===== src/rtl/seg7_scan_driver.sv =====
// Time-multiplexed 7-segment driver: scans DIGITS hex digits with a blank gap per slot,
// double-buffered display data and optional leading-zero blanking.
module seg7_scan_driver #(
    parameter int unsigned DIGITS       = 4,
    parameter int unsigned PRESCALE     = 1000,
    parameter int unsigned BLANK_CYCLES = 2,
    parameter int unsigned SEG_ACT_LOW  = 1,
    parameter int unsigned DIG_ACT_LOW  = 1
) (
    input  logic                  clk,
    input  logic                  rst,
    input  logic                  enable,
    input  logic                  load,
    input  logic [4*DIGITS-1:0]   value_in,
    input  logic [DIGITS-1:0]     dots_in,
    input  logic                  lz_blank_in,
    output logic [7:0]            seg,
    output logic [DIGITS-1:0]     dig,
    output logic                  frame_done
);

    localparam int unsigned CNT_W = (PRESCALE > 1) ? $clog2(PRESCALE) : 1;
    localparam int unsigned IDX_W = (DIGITS > 1) ? $clog2(DIGITS) : 1;
    localparam int unsigned VAL_W = 4 * DIGITS;
    localparam logic [7:0]        SEG_OFF = (SEG_ACT_LOW != 0) ? 8'hFF : 8'h00;
    localparam logic [DIGITS-1:0] DIG_OFF = (DIG_ACT_LOW != 0) ? {DIGITS{1'b1}} : {DIGITS{1'b0}};

    function automatic logic [6:0] hex7(input logic [3:0] n);
        case (n)
            4'h0: hex7 = 7'h3F;  4'h1: hex7 = 7'h06;  4'h2: hex7 = 7'h5B;  4'h3: hex7 = 7'h4F;
            4'h4: hex7 = 7'h66;  4'h5: hex7 = 7'h6D;  4'h6: hex7 = 7'h7D;  4'h7: hex7 = 7'h07;
            4'h8: hex7 = 7'h7F;  4'h9: hex7 = 7'h6F;  4'hA: hex7 = 7'h77;  4'hB: hex7 = 7'h7C;
            4'hC: hex7 = 7'h39;  4'hD: hex7 = 7'h5E;  4'hE: hex7 = 7'h79;  default: hex7 = 7'h71;
        endcase
    endfunction

    logic [CNT_W-1:0]  cnt_q, cnt_d;
    logic [IDX_W-1:0]  idx_q, idx_d;
    logic [VAL_W-1:0]  pend_val_q, pend_val_d, act_val_q, act_val_d;
    logic [DIGITS-1:0] pend_dots_q, pend_dots_d, act_dots_q, act_dots_d;
    logic              pend_lz_q, pend_lz_d, act_lz_q, act_lz_d;
    logic [7:0]        seg_q, seg_d;
    logic [DIGITS-1:0] dig_q, dig_d;
    logic              fd_q, fd_d;

    logic              slot_end, last_idx;
    logic [DIGITS-1:0] blank;
    logic [DIGITS-1:0] dig_raw;
    logic [7:0]        digit_seg [DIGITS];

    // Per-digit segment word; a digit is blank when it and everything above it is zero
    for (genvar k = 0; k < DIGITS; k++) begin : g_digit
        if (k == 0) begin : g_lsd
            assign blank[k] = 1'b0;
        end else begin : g_upper
            assign blank[k] = act_lz_q & ~|act_val_q[VAL_W-1:4*k];
        end
        assign digit_seg[k] = {act_dots_q[k], blank[k] ? 7'h00 : hex7(act_val_q[4*k +: 4])};
    end

    always_comb begin
        slot_end    = (cnt_q == CNT_W'(PRESCALE - 1));
        last_idx    = (idx_q == IDX_W'(DIGITS - 1));
        cnt_d       = cnt_q + CNT_W'(1);
        idx_d       = idx_q;
        pend_val_d  = pend_val_q;
        pend_dots_d = pend_dots_q;
        pend_lz_d   = pend_lz_q;
        act_val_d   = act_val_q;
        act_dots_d  = act_dots_q;
        act_lz_d    = act_lz_q;
        seg_d       = SEG_OFF;
        dig_d       = DIG_OFF;
        fd_d        = 1'b0;
        dig_raw     = DIGITS'(1) << idx_q;

        if (!enable) begin
            cnt_d = '0;
            idx_d = '0;
        end else if (slot_end) begin
            cnt_d = '0;
            idx_d = last_idx ? '0 : idx_q + IDX_W'(1);
        end

        if (load) begin
            pend_val_d  = value_in;
            pend_dots_d = dots_in;
            pend_lz_d   = lz_blank_in;
        end

        // Frame boundary swaps in the pre-edge pending contents
        if (enable && slot_end && last_idx) begin
            act_val_d  = pend_val_q;
            act_dots_d = pend_dots_q;
            act_lz_d   = pend_lz_q;
        end

        if (enable) begin
            fd_d = slot_end & last_idx;
            if (32'(cnt_q) >= BLANK_CYCLES) begin
                seg_d = digit_seg[idx_q] ^ SEG_OFF;
                dig_d = dig_raw ^ DIG_OFF;
            end
        end
    end

    always_ff @(posedge clk) begin
        if (rst) begin
            cnt_q       <= '0;
            idx_q       <= '0;
            pend_val_q  <= '0;
            pend_dots_q <= '0;
            pend_lz_q   <= 1'b0;
            act_val_q   <= '0;
            act_dots_q  <= '0;
            act_lz_q    <= 1'b0;
            seg_q       <= SEG_OFF;
            dig_q       <= DIG_OFF;
            fd_q        <= 1'b0;
        end else begin
            cnt_q       <= cnt_d;
            idx_q       <= idx_d;
            pend_val_q  <= pend_val_d;
            pend_dots_q <= pend_dots_d;
            pend_lz_q   <= pend_lz_d;
            act_val_q   <= act_val_d;
            act_dots_q  <= act_dots_d;
            act_lz_q    <= act_lz_d;
            seg_q       <= seg_d;
            dig_q       <= dig_d;
            fd_q        <= fd_d;
        end
    end

    assign seg        = seg_q;
    assign dig        = dig_q;
    assign frame_done = fd_q;

endmodule


===== config.mk =====
export PLATFORM = sky130hd
export DESIGN_NAME = seg7_scan_driver
export DESIGN_NICKNAME = d
export VERILOG_FILES = /design/src/rtl/seg7_scan_driver.sv
export SDC_FILE = /design/constraint.sdc
export NUM_CORES = 1
export LEC_CHECK = 0
export BUFFER_PORTS_ARGS = -buffer_cell sky130_fd_sc_hd__buf_4
export CAP_MARGIN = 20
export CORE_MARGIN = 3
export CORE_UTILIZATION = 64
export DETAILED_ROUTE_END_ITERATION = 7
export PLACE_DENSITY = 0.85
export SETUP_SLACK_MARGIN = 0.5
export SLEW_MARGIN = 20
export SYNTH_ARGS = -nofsm -noshare
export SYNTH_HDL_FRONTEND = slang
export SYNTH_SLANG_ARGS = --single-unit

===== constraint.sdc =====
create_clock -name clk -period 8.5 [get_ports clk]
set_clock_uncertainty 0.2 [all_clocks]
set_input_delay 0.85 -clock clk [delete_from_list [all_inputs] [get_ports clk]]
set_output_delay 0.85 -clock clk [all_outputs]
set_load 0.02 [all_outputs]

* Word-level counts from Yosys, hierarchy flattened
Memory sizes are Yosys's and may differ from the RTL's. A register that Yosys moved wholly into a read port is not among the register bits.
Index checks and enable logic that the tools add are counted.
** Storage, ports and cells
- Flip-flop bits (word level) :: 67
- Input port bits :: 25
- Memories kept :: 4
- ROM bits :: 448
- Logic and storage cells :: 57
** Cells by class
- Add/sub/neg operators :: 2
- Reductions and logical operators :: 11
- Shift-type cells :: 1
- Muxes and demuxes :: 15
- Equal/unequal tests :: 2
- Bitwise logic cells :: 9
- $lt $le $gt $ge :: 2
** Memories
- (no name shown) :: words 16, bits a word 7, rd ports 1, clocked after Yosys merged registers in 1, write ports 0, RTL line 29 : case (n)
- (no name shown) :: words 16, bits a word 7, rd ports 1, clocked after Yosys merged registers in 1, write ports 0, RTL line 29
- (no name shown) :: words 16, bits a word 7, rd ports 1, clocked after Yosys merged registers in 1, write ports 0, RTL line 29
- (no name shown) :: words 16, bits a word 7, rd ports 1, clocked after Yosys merged registers in 1, write ports 0, RTL line 29
** Operators with widths (count)
- $mux W4 :: 8
- $mux W7 :: 3
- $bmux W8 S2 :: 1
- $mux W8 :: 2
- $reduce_or A12 Y1 :: 1
- $add A10 B1 Y10 const B :: 1
- $eq A10 B10 Y1 const B :: 1
- $ge A10 B2 Y1 const B :: 1
- $not A8 Y8 :: 1
- $reduce_or A8 Y1 :: 1
- $reduce_or A3 Y1 :: 2
- $and A1 B1 Y1 :: 4
- $not A4 Y4 :: 1
- $reduce_or A4 Y1 :: 1
- $shl A1 B2 Y4 const A :: 1
- $ge A3 B3 Y1 const B :: 1
- $logic_not A1 Y1 :: 3
- $not A2 Y3 :: 1
- $add A2 B1 Y2 const B :: 1
- $eq A2 B2 Y1 const B :: 1
- $logic_and A1 B1 Y1 :: 2
- $mux W2 :: 1
- $not A1 Y1 :: 2
- $reduce_or A2 Y1 :: 1

* Depth between registers and ports, before layout
Gate-level depths: netlist of the first run.
- Depth after elaboration :: 8
- Mapped depth :: 13

* Least setup slack after synthesis of the first run
Ideal clock, no wire load.
- Path type :: input port to flip-flop
- From :: in enable
- To :: reg with a tool-made name
- Data arrival time :: 2848 ps
- Stages :: 10
- Library setup time :: 58 ps
- Buffers on the path :: 1
- Path slack :: 5395 ps
- Cells stage by stage :: nand2_1 > nor4_2 > buf_2 > nand2_1 > a21oi_1 > inv_1 > ha_1 > inv_1 > mux4_2 > inv_1
** RTL lines
- start: declaration :: RTL line 12 : input logic enable,

* Final worst setup path of the first run
- From :: reg idx_q[0]
- To :: reg, netlist name digit_seg[27]
** Between the ends
- Longest elaborated chain between the ends :: 4
** RTL lines
- start: declaration :: RTL line 38 : logic [IDX_W-1:0] idx_q, idx_d;
- start signal: assignment :: RTL line 122 : idx_q <= idx_d;
- $eq A2 B2 Y1 :: RTL line 63 : last_idx = (idx_q == IDX_W'(DIGITS - 1));
- $logic_and A1 B1 Y1 :: RTL line 92 : if (enable && slot_end && last_idx) begin
- $mux W4 (no source line) (2 in series)
No other way between the ends.
A chain may end at the register's enable or synchronous reset.

==> flow_summary_export.csv, run 1 <==
group,metric,value,unit
logic_synthesis,synth_top_cell_area_share,42.68,%
detailed_routing,remaining_drc_errors,0,
floorplanning,core,6531,um^2
grt,overflow,0,
place,pre_cts_slack,4.813,ns
floorplanning,dieArea,7999,um^2
sta,fin_crit_sh,44.17,%
detailed_routing,avgViaCountPerCell,5.838,
clock_tree,hold_buffers,0,
clock_tree,cts_resized,0,
logic_synthesis,syn_nets,542,
setup_path,path_class,"reg -> reg",
cells_and_area,final_area,4959,um^2
place,dp.cells,572,
min_path,min_to,"act_dots_q[1]",
grt,grt_pass1_wl,15150,um
min_path,whs_path_depth,2,
detailed_routing,ant_nets,0,
place,post-dp-hpwl,6437,um
grt,grt_usage,24.73,%
sta,hold_viol_final,0,
logic_synthesis,synthCells,483,
detailed_routing,wl,9143,um
sta,drv_slew,0,
logic_synthesis,yosysWarnings,0,
logic_synthesis,yosysSeqAreaShare,42.68,%
setup_path,crit_start,"idx_q[0]",
sta,setup_slack,4.745,ns
cells_and_area,antenna_cells,0,
logic_synthesis,async_reset_ff_share,0,%
logic_synthesis,yosys-top-cells-count,"95 x dfxtp_1, 59 x nand2_1, 43 x a21oi_1, 38 x nor2_1, 34 x ha_1",
sta,fin_crit,3.755,ns
setup_path,reg2reg_depth,9,
clock_tree,htree_levels,3,
setup_path,reg2reg_slack,4.75,ns
logic_synthesis,ys_ff_latch,95,
flow_run,cap_violations,0,
setup_path,worstPathArrival,3.87,ns
logic_synthesis,yosys-top-cells-area,"dfxtp_1 43%, ha_1 9.5%, mux2i_1 6.3%, nand2_1 5.0%, a21oi_1 4.8%",
clock_tree,cts_root_buffer,"clkbuf_8",
clock_tree,clk_latency,0.37,ns
sta,finalSetupTns,0,ns
logic_synthesis,synth_area,4456,um^2
pwr,powerDensity,164.9,nW/um^2
cells_and_area,area_delta_synth_final,11.29,%
detailed_routing,first_iter_violations,188,
detailed_routing,first_pass_iters,5,
grt,grt_pass1_vias,3165,
setup_path,r2r_start,"idx_q[0]",
detailed_routing,wl_per_cell,15.55,um
floorplanning,die_w,89.44,um
clock_tree,clk_pin_slew,0.09,ns
grt,grt_max_degree,63,
sta,setup_viol,0,
pwr,ir_worst_vdd,0.0001042,V
floorplanning,pin_count,38,
clock_tree,tritoncts,"done",
sta,max_slew.worst_pin.slew,0.9965,ns
setup_path,endpoint_kind,"flip-flop",
cells_and_area,post-route-util,75.92,%
sta,rsz0062_at_grt,"no",
clock_tree,numCtsBuffers,9,
pwr,power.total,0.8178,mW
cells_and_area,final_nets,565,
place,place.gp.congestion,0.9096,
clock_tree,clock_tree.buffer_depth,2,
pwr,power.leakage,1.984,nW
setup_path,crit_path_start_kind,"flip-flop",
min_path,min-delay-start,"act_dots_q[1]",
cells_and_area,drive_above_1_share,14.09,%
setup_path,critPathMaxFanout,27,
logic_synthesis,yosysMostFrequentCell,"dfxtp_1",
setup_path,rr_endpoint,"digit_seg[27]",
floorplanning,start_util,68.22,%
place,portBuffers,37,
logic_synthesis,synth_edf_count,0,
logic_synthesis,avgSynthCellArea,9.225,um^2
clock_tree,post_cts_buffers,0,
detailed_routing,vias,3433,
logic_synthesis,yosysTopAreaCell,"dfxtp_1",
setup_path,required,8.62,ns
sta,slew_headroom,33.57,%
floorplanning,rows,29,
grt,antenna_found_initial,0,
sta,fmax,266.3,MHz
status,outcome,"complete, no violations",
cells_and_area,stdcell_count,588,
place,dpl-instance-area,4738,um^2
clock_tree,cts_sinks,95,
logic_synthesis,synth_cell_types,50,
min_path,hold_class,"reg -> reg",
floorplanning,fp.dieH,89.44,um
sta,holdWs,0.2628,ns
logic_synthesis,synth_top_flop_cell,"dfxtp_1",
-- worst max-delay path by stage --
stage	slack, ns	depth (start not counted)	to
final	4.75	9	digit_seg[27]
after floorplan	5.39	10	flip-flop
after global placement	4.91	10	flip-flop
after CTS	4.78	9	digit_seg[27]
after detailed placement	4.81	9	flip-flop
after global routing	4.43	9	flip-flop
-- layout by cell type (no fill, tap or decap), types with 3 or more instances in the layout --
cell type | synthesis | final
nand3b_1 | 5 | 5
clkbuf_8 | 0 | 9
nor2b_1 | 6 | 6
dfxtp_1 | 95 | 95
nand2_1 | 59 | 59
nand3_1 | 20 | 20
mux2_2 | 4 | 4
a21o_1 | 4 | 4
o21ai_0 | 8 | 8
a211oi_1 | 4 | 4
ha_1 | 34 | 34
nor2_1 | 38 | 38
a31oi_1 | 8 | 8
nand2b_1 | 7 | 7
xnor2_1 | 3 | 3
mux4_2 | 5 | 5
a32oi_1 | 4 | 4
inv_1 | 26 | 26
mux2i_1 | 28 | 28
nor3_1 | 3 | 3
buf_4 | 0 | 38
a221o_1 | 7 | 7
or4_1 | 4 | 4
a22oi_1 | 3 | 3
xor2_1 | 6 | 6
a21oi_1 | 43 | 43
-- area by class of cell --
cell class | instances | area [um^2]
inverters | 29 | 108.9
multi-input cells | 333 | 2346
clock buffers | 10 | 127.6
repair buffers | 38 | 285.3
clock inverters | 6 | 92.59
flip-flops and latches | 95 | 1902
well taps | 77 | 96.34
fillers | 463 | 1573
-- routing by layer --
layer / vias up / global-route usage (%) / share of wire, %
met1: 1572 / 34.84 / 48
met2: 124 / 37.37 / 44
met4: 0 / 11.64 / 2.4
met3: 20 / 3.502 / 5.9
li1: 1717 / - / -
met5: - / 0 / 0
-- critical path, stage by stage (launching register included) --
cell and delay (ns):
dfxtp_1 0.74, ha_1 0.32, nand2_1 0.11, or4_1 0.92, nand2_1 0.26, a21oi_1 0.18
inv_1 0.18, ha_1 0.26, mux4_2 0.46, inv_1 0.06
-- kinds of logic after synthesis --
| group | count (synthesis) | share of synthesized area, % |
|---|---|---|
| DFF | 95 | 42.68 |
| adders and majority gates | 34 | 9.548 |
| and+or+nand+nor | 161 | 17.97 |
| AOI/OAI and AO/OA | 92 | 13.34 |
| buffers and inverters | 55 | 4.858 |
| xor gates and xnor gates | 9 | 1.769 |
| muxes | 37 | 9.829 |
-- power breakdown --
part / internal, mW / leakage (nW) / total (mW) / switching (mW)
clock network: 0.168 / 0.104 / 0.331 / 0.163
registers: 0.452 / 0.771 / 0.457 / 0.00541
logic: 0.0151 / 1.11 / 0.0300 / 0.0148
total: 0.635 / 1.98 / 0.818 / 0.183
(Power assumes the default switching activity.)
==> run 2: changes to the inputs <==
--- a/config.mk
+++ b/config.mk
@@ -5,12 +5,13 @@
 export SDC_FILE = /design/constraint.sdc
 export NUM_CORES = 1
 export LEC_CHECK = 0
+export ABC_AREA = 1
 export BUFFER_PORTS_ARGS = -buffer_cell sky130_fd_sc_hd__buf_4
 export CAP_MARGIN = 20
 export CORE_MARGIN = 3
-export CORE_UTILIZATION = 64
+export CORE_UTILIZATION = 54
 export DETAILED_ROUTE_END_ITERATION = 7
-export PLACE_DENSITY = 0.85
+export PLACE_DENSITY = 0.76
 export SETUP_SLACK_MARGIN = 0.5
 export SLEW_MARGIN = 20
 export SYNTH_ARGS = -nofsm -noshare
==> constraint.sdc (replaced) <==
create_clock -name clk -period 3.4 [get_ports clk]
set_clock_uncertainty 0.2 [all_clocks]
set_input_delay 0.34 -clock clk [delete_from_list [all_inputs] [get_ports clk]]
set_output_delay 0.34 -clock clk [all_outputs]
set_load 0.02 [all_outputs]
==> run 2 against run 1 <==
Effect of this change: sequential power rose by 150%; clock power increased by 130%; final cell count grew 30%; total power is 140% higher; setup slack worse by 4.1 ns; flip-flop and latch count unchanged.
==> flow_summary_export.csv, run 2 <==
group,metric,value,unit
status,outcome,"complete, no violations",
logic_synthesis,yosysWarnings,0,
cells_and_area,area_delta_synth_final,15.77,%
clock_tree,clk_pin_slew,0.10,ns
clock_tree,clk_latency,0.37,ns
grt,antenna_found_initial,0,
cells_and_area,mostFrequentLayoutCells,"125 x nand2_1, 95 x dfxtp_1, 73 x inv_1",
logic_synthesis,avgSynthCellArea,7.604,um^2
sta,fin_crit_sh,79.83,%
grt,grt_max_degree,35,
sta,hold_viol_final,0,
sta,max_slew.worst_pin.slew,0.8760,ns
floorplanning,core,8258,um^2
sta,slew_headroom,41.54,%
logic_synthesis,synthCells,605,
logic_synthesis,synth_area,4601,um^2
setup_path,endpoint_kind,"flip-flop",
sta,fmax,368.4,MHz
sta,fin_crit,2.714,ns
setup_path,crit_top_cell,"nand2_1",
setup_path,critPathMaxFanout,13,
floorplanning,pin_count,38,
setup_path,reg2reg_depth,14,
logic_synthesis,synth_edf_count,0,
logic_synthesis,synthSimpleGateAreaFrac,32.61,%
floorplanning,die_w,98.30,um
pwr,powerDensity,375.6,nW/um^2
detailed_routing,vias,3988,
setup_path,required,3.45,ns
clock_tree,tritoncts,"done",
grt,grt_usage,20.88,%
logic_synthesis,yosysSeqAreaShare,41.34,%
detailed_routing,first_pass_iters,4,
cells_and_area,drive_above_1_share,16.49,%
grt,grt_pass1_wl,16730,um
cells_and_area,antenna_cells,0,
logic_synthesis,synth_cell_types,35,
cells_and_area,final_common_cell,"nand2_1",
detailed_routing,remaining_drc_errors,0,
logic_synthesis,syn_nets,664,
logic_synthesis,yosys-top-cells-count,"125 x nand2_1, 95 x dfxtp_1, 74 x inv_1, 74 x nand3_1, 42 x nor2_1",
place,place.gp.congestion,0.8811,
cells_and_area,final_nets,715,
grt,grt_pass1_vias,3718,
min_path,hold_class,"in -> reg",
sta,holdWs,0.04896,ns
pwr,power.leakage,2.420,nW
floorplanning,rows,33,
setup_path,slowest_stage,"dfxtp_1",
setup_path,max_stage_delay,0.41,ns
clock_tree,numCtsBuffers,9,
logic_synthesis,ys_ff_latch,95,
sta,drv_slew,0,
setup_path,crit_start,"cnt_q[1]",
floorplanning,start_util,55.71,%
clock_tree,htree_levels,3,
sta,rsz0062_at_grt,"no",
setup_path,worstPathArrival,2.77,ns
setup_path,path_cells,"ha_1 > nand2_2 > nor2_4 > nand4_4 > buf_4 > nand2_1 > nand2_1 > nor2_2 > inv_1 > ha_1 > inv_1 > nand4_1 > nand3_1 > nand2_1",
logic_synthesis,synth_top_flop_cell,"dfxtp_1",
logic_synthesis,synth-compound-area-share,7.669,%
logic_synthesis,synthAdderAreaFrac,9.247,%
sta,setup_viol,0,
min_path,whs_path_depth,3,
setup_path,r2r_start,"cnt_q[1]",
logic_synthesis,async_reset_ff_share,0,%
clock_tree,cts_root_buffer,"clkbuf_8",
clock_tree,clock_tree.buffer_depth,2,
place,post-dp-hpwl,7057,um
floorplanning,dieArea,9663,um^2
detailed_routing,avgViaCountPerCell,5.206,
setup_path,path_class,"reg -> reg",
detailed_routing,wl_per_cell,12.92,um
flow_run,cap_violations,0,
place,pre_cts_slack,0.6472,ns
logic_synthesis,synth_top_family_by_area,"simple AND/OR/NAND/NOR gates",
grt,overflow,0,
place,portBuffers,37,
logic_synthesis,synth_xor_area_share,0.3807,%
logic_synthesis,yosysMostFrequentCell,"nand2_1",
detailed_routing,first_iter_violations,218,
detailed_routing,ant_nets,0,
sta,finalSetupTns,0,ns
clock_tree,cts_sinks,95,
floorplanning,fp.dieH,98.30,um
logic_synthesis,synthMuxAreaShare,0,%
logic_synthesis,yosysTopAreaCell,"dfxtp_1",
pwr,ir_worst_vdd,0.0002046,V
detailed_routing,wl,9897,um
logic_synthesis,yosys-top-cells-area,"dfxtp_1 41%, nand2_1 10%, ha_1 9.2%, nand3_1 8.1%, inv_1 6.0%",
setup_path,crit_path_start_kind,"flip-flop",
sta,setup_slack,0.6858,ns
setup_path,reg2reg_slack,0.69,ns
logic_synthesis,synth_top_cell_area_share,41.34,%
run 2: cell count changes after synthesis, moves of 7 or more:
cell	delta
nand4_1	+24
nand3_2	+8
nor2_2	+8
o21ai_0	+21
nand2b_1	-7
mux2i_1	-28
nand2_1	+66
a31oi_1	-7
a21oi_1	-11
a221o_1	-7
nand3_1	+54
inv_1	+48
run 2: stage by stage:
step,total power [mW],cells,instance area [um^2],util [%]
global route,2.064,766,5326,64.50
finish,2.001,766,5326,64.50
floorplan,1.210,605,4601,-
global placement,1.248,735,4974,60.23
CTS,2.009,760,5269,63.80
detailed placement,1.249,735,4974,60.23
run 2: cell type report:
type	instances	area, um^2
inverters	83	316.6
clock inverters	6	67.56
flip-flops and latches	95	1902
multi-input cells	408	2306
clock buffers	10	137.6
well taps	105	131.4
fillers	727	2932
repair buffers	59	465.4
run 2: per-layer routing:
metal / up-vias / part of all wire (%) / global-route usage (%)
met5: - / 0 / 0
met4: 0 / 1.9 / 9.034
met3: 19 / 5.1 / 4.357
met2: 98 / 47 / 34.06
met1: 1806 / 46 / 26.74
li1: 2065 / - / -
run 2: cells by family after synthesis:
| family | count (synthesis) |
|---|---|
| flops | 95 |
| fa+ha+maj | 34 |
| buf+inv | 102 |
| xor+xnor | 2 |
| simple gates | 304 |
| compound gates | 68 |
run 2: worst max-delay path: cells and delay by family, from the launching register on:
kind,cells,cell delay [ns]
AND/OR/NAND/NOR,9,1.08
buffers and inverters,3,0.42
adder cells (fa/ha/maj),2,0.48
flip-flops,1,0.41
run 2: power by group:
part | switching (mW) | internal, mW | total, mW
combinational | 0.0491 | 0.0417 | 0.0908
clock | 0.406 | 0.362 | 0.769
sequential | 0.00913 | 1.13 | 1.14
run 2: timing repair:
item | in CTS | in global routing
buffers inserted | 0 | 6
gates resized for setup | 0 | 3
hold buffers | 9 | 0
endpoints found under the setup margin | 0 | 17
hold endpoints to repair | 9 | 0
run 2: worst min-delay path by stage:
stage                         from            end  slack, ns
floorplan                      rst     frame_done       0.21
global placement    pend_dots_q[0]  act_dots_q[0]       0.25
detailed placement  pend_dots_q[0]  act_dots_q[0]       0.25
CTS                    value_in[1]  pend_val_q[1]       0.04
global route           value_in[2]  pend_val_q[2]       0.06
finish                 value_in[1]  pend_val_q[1]       0.05
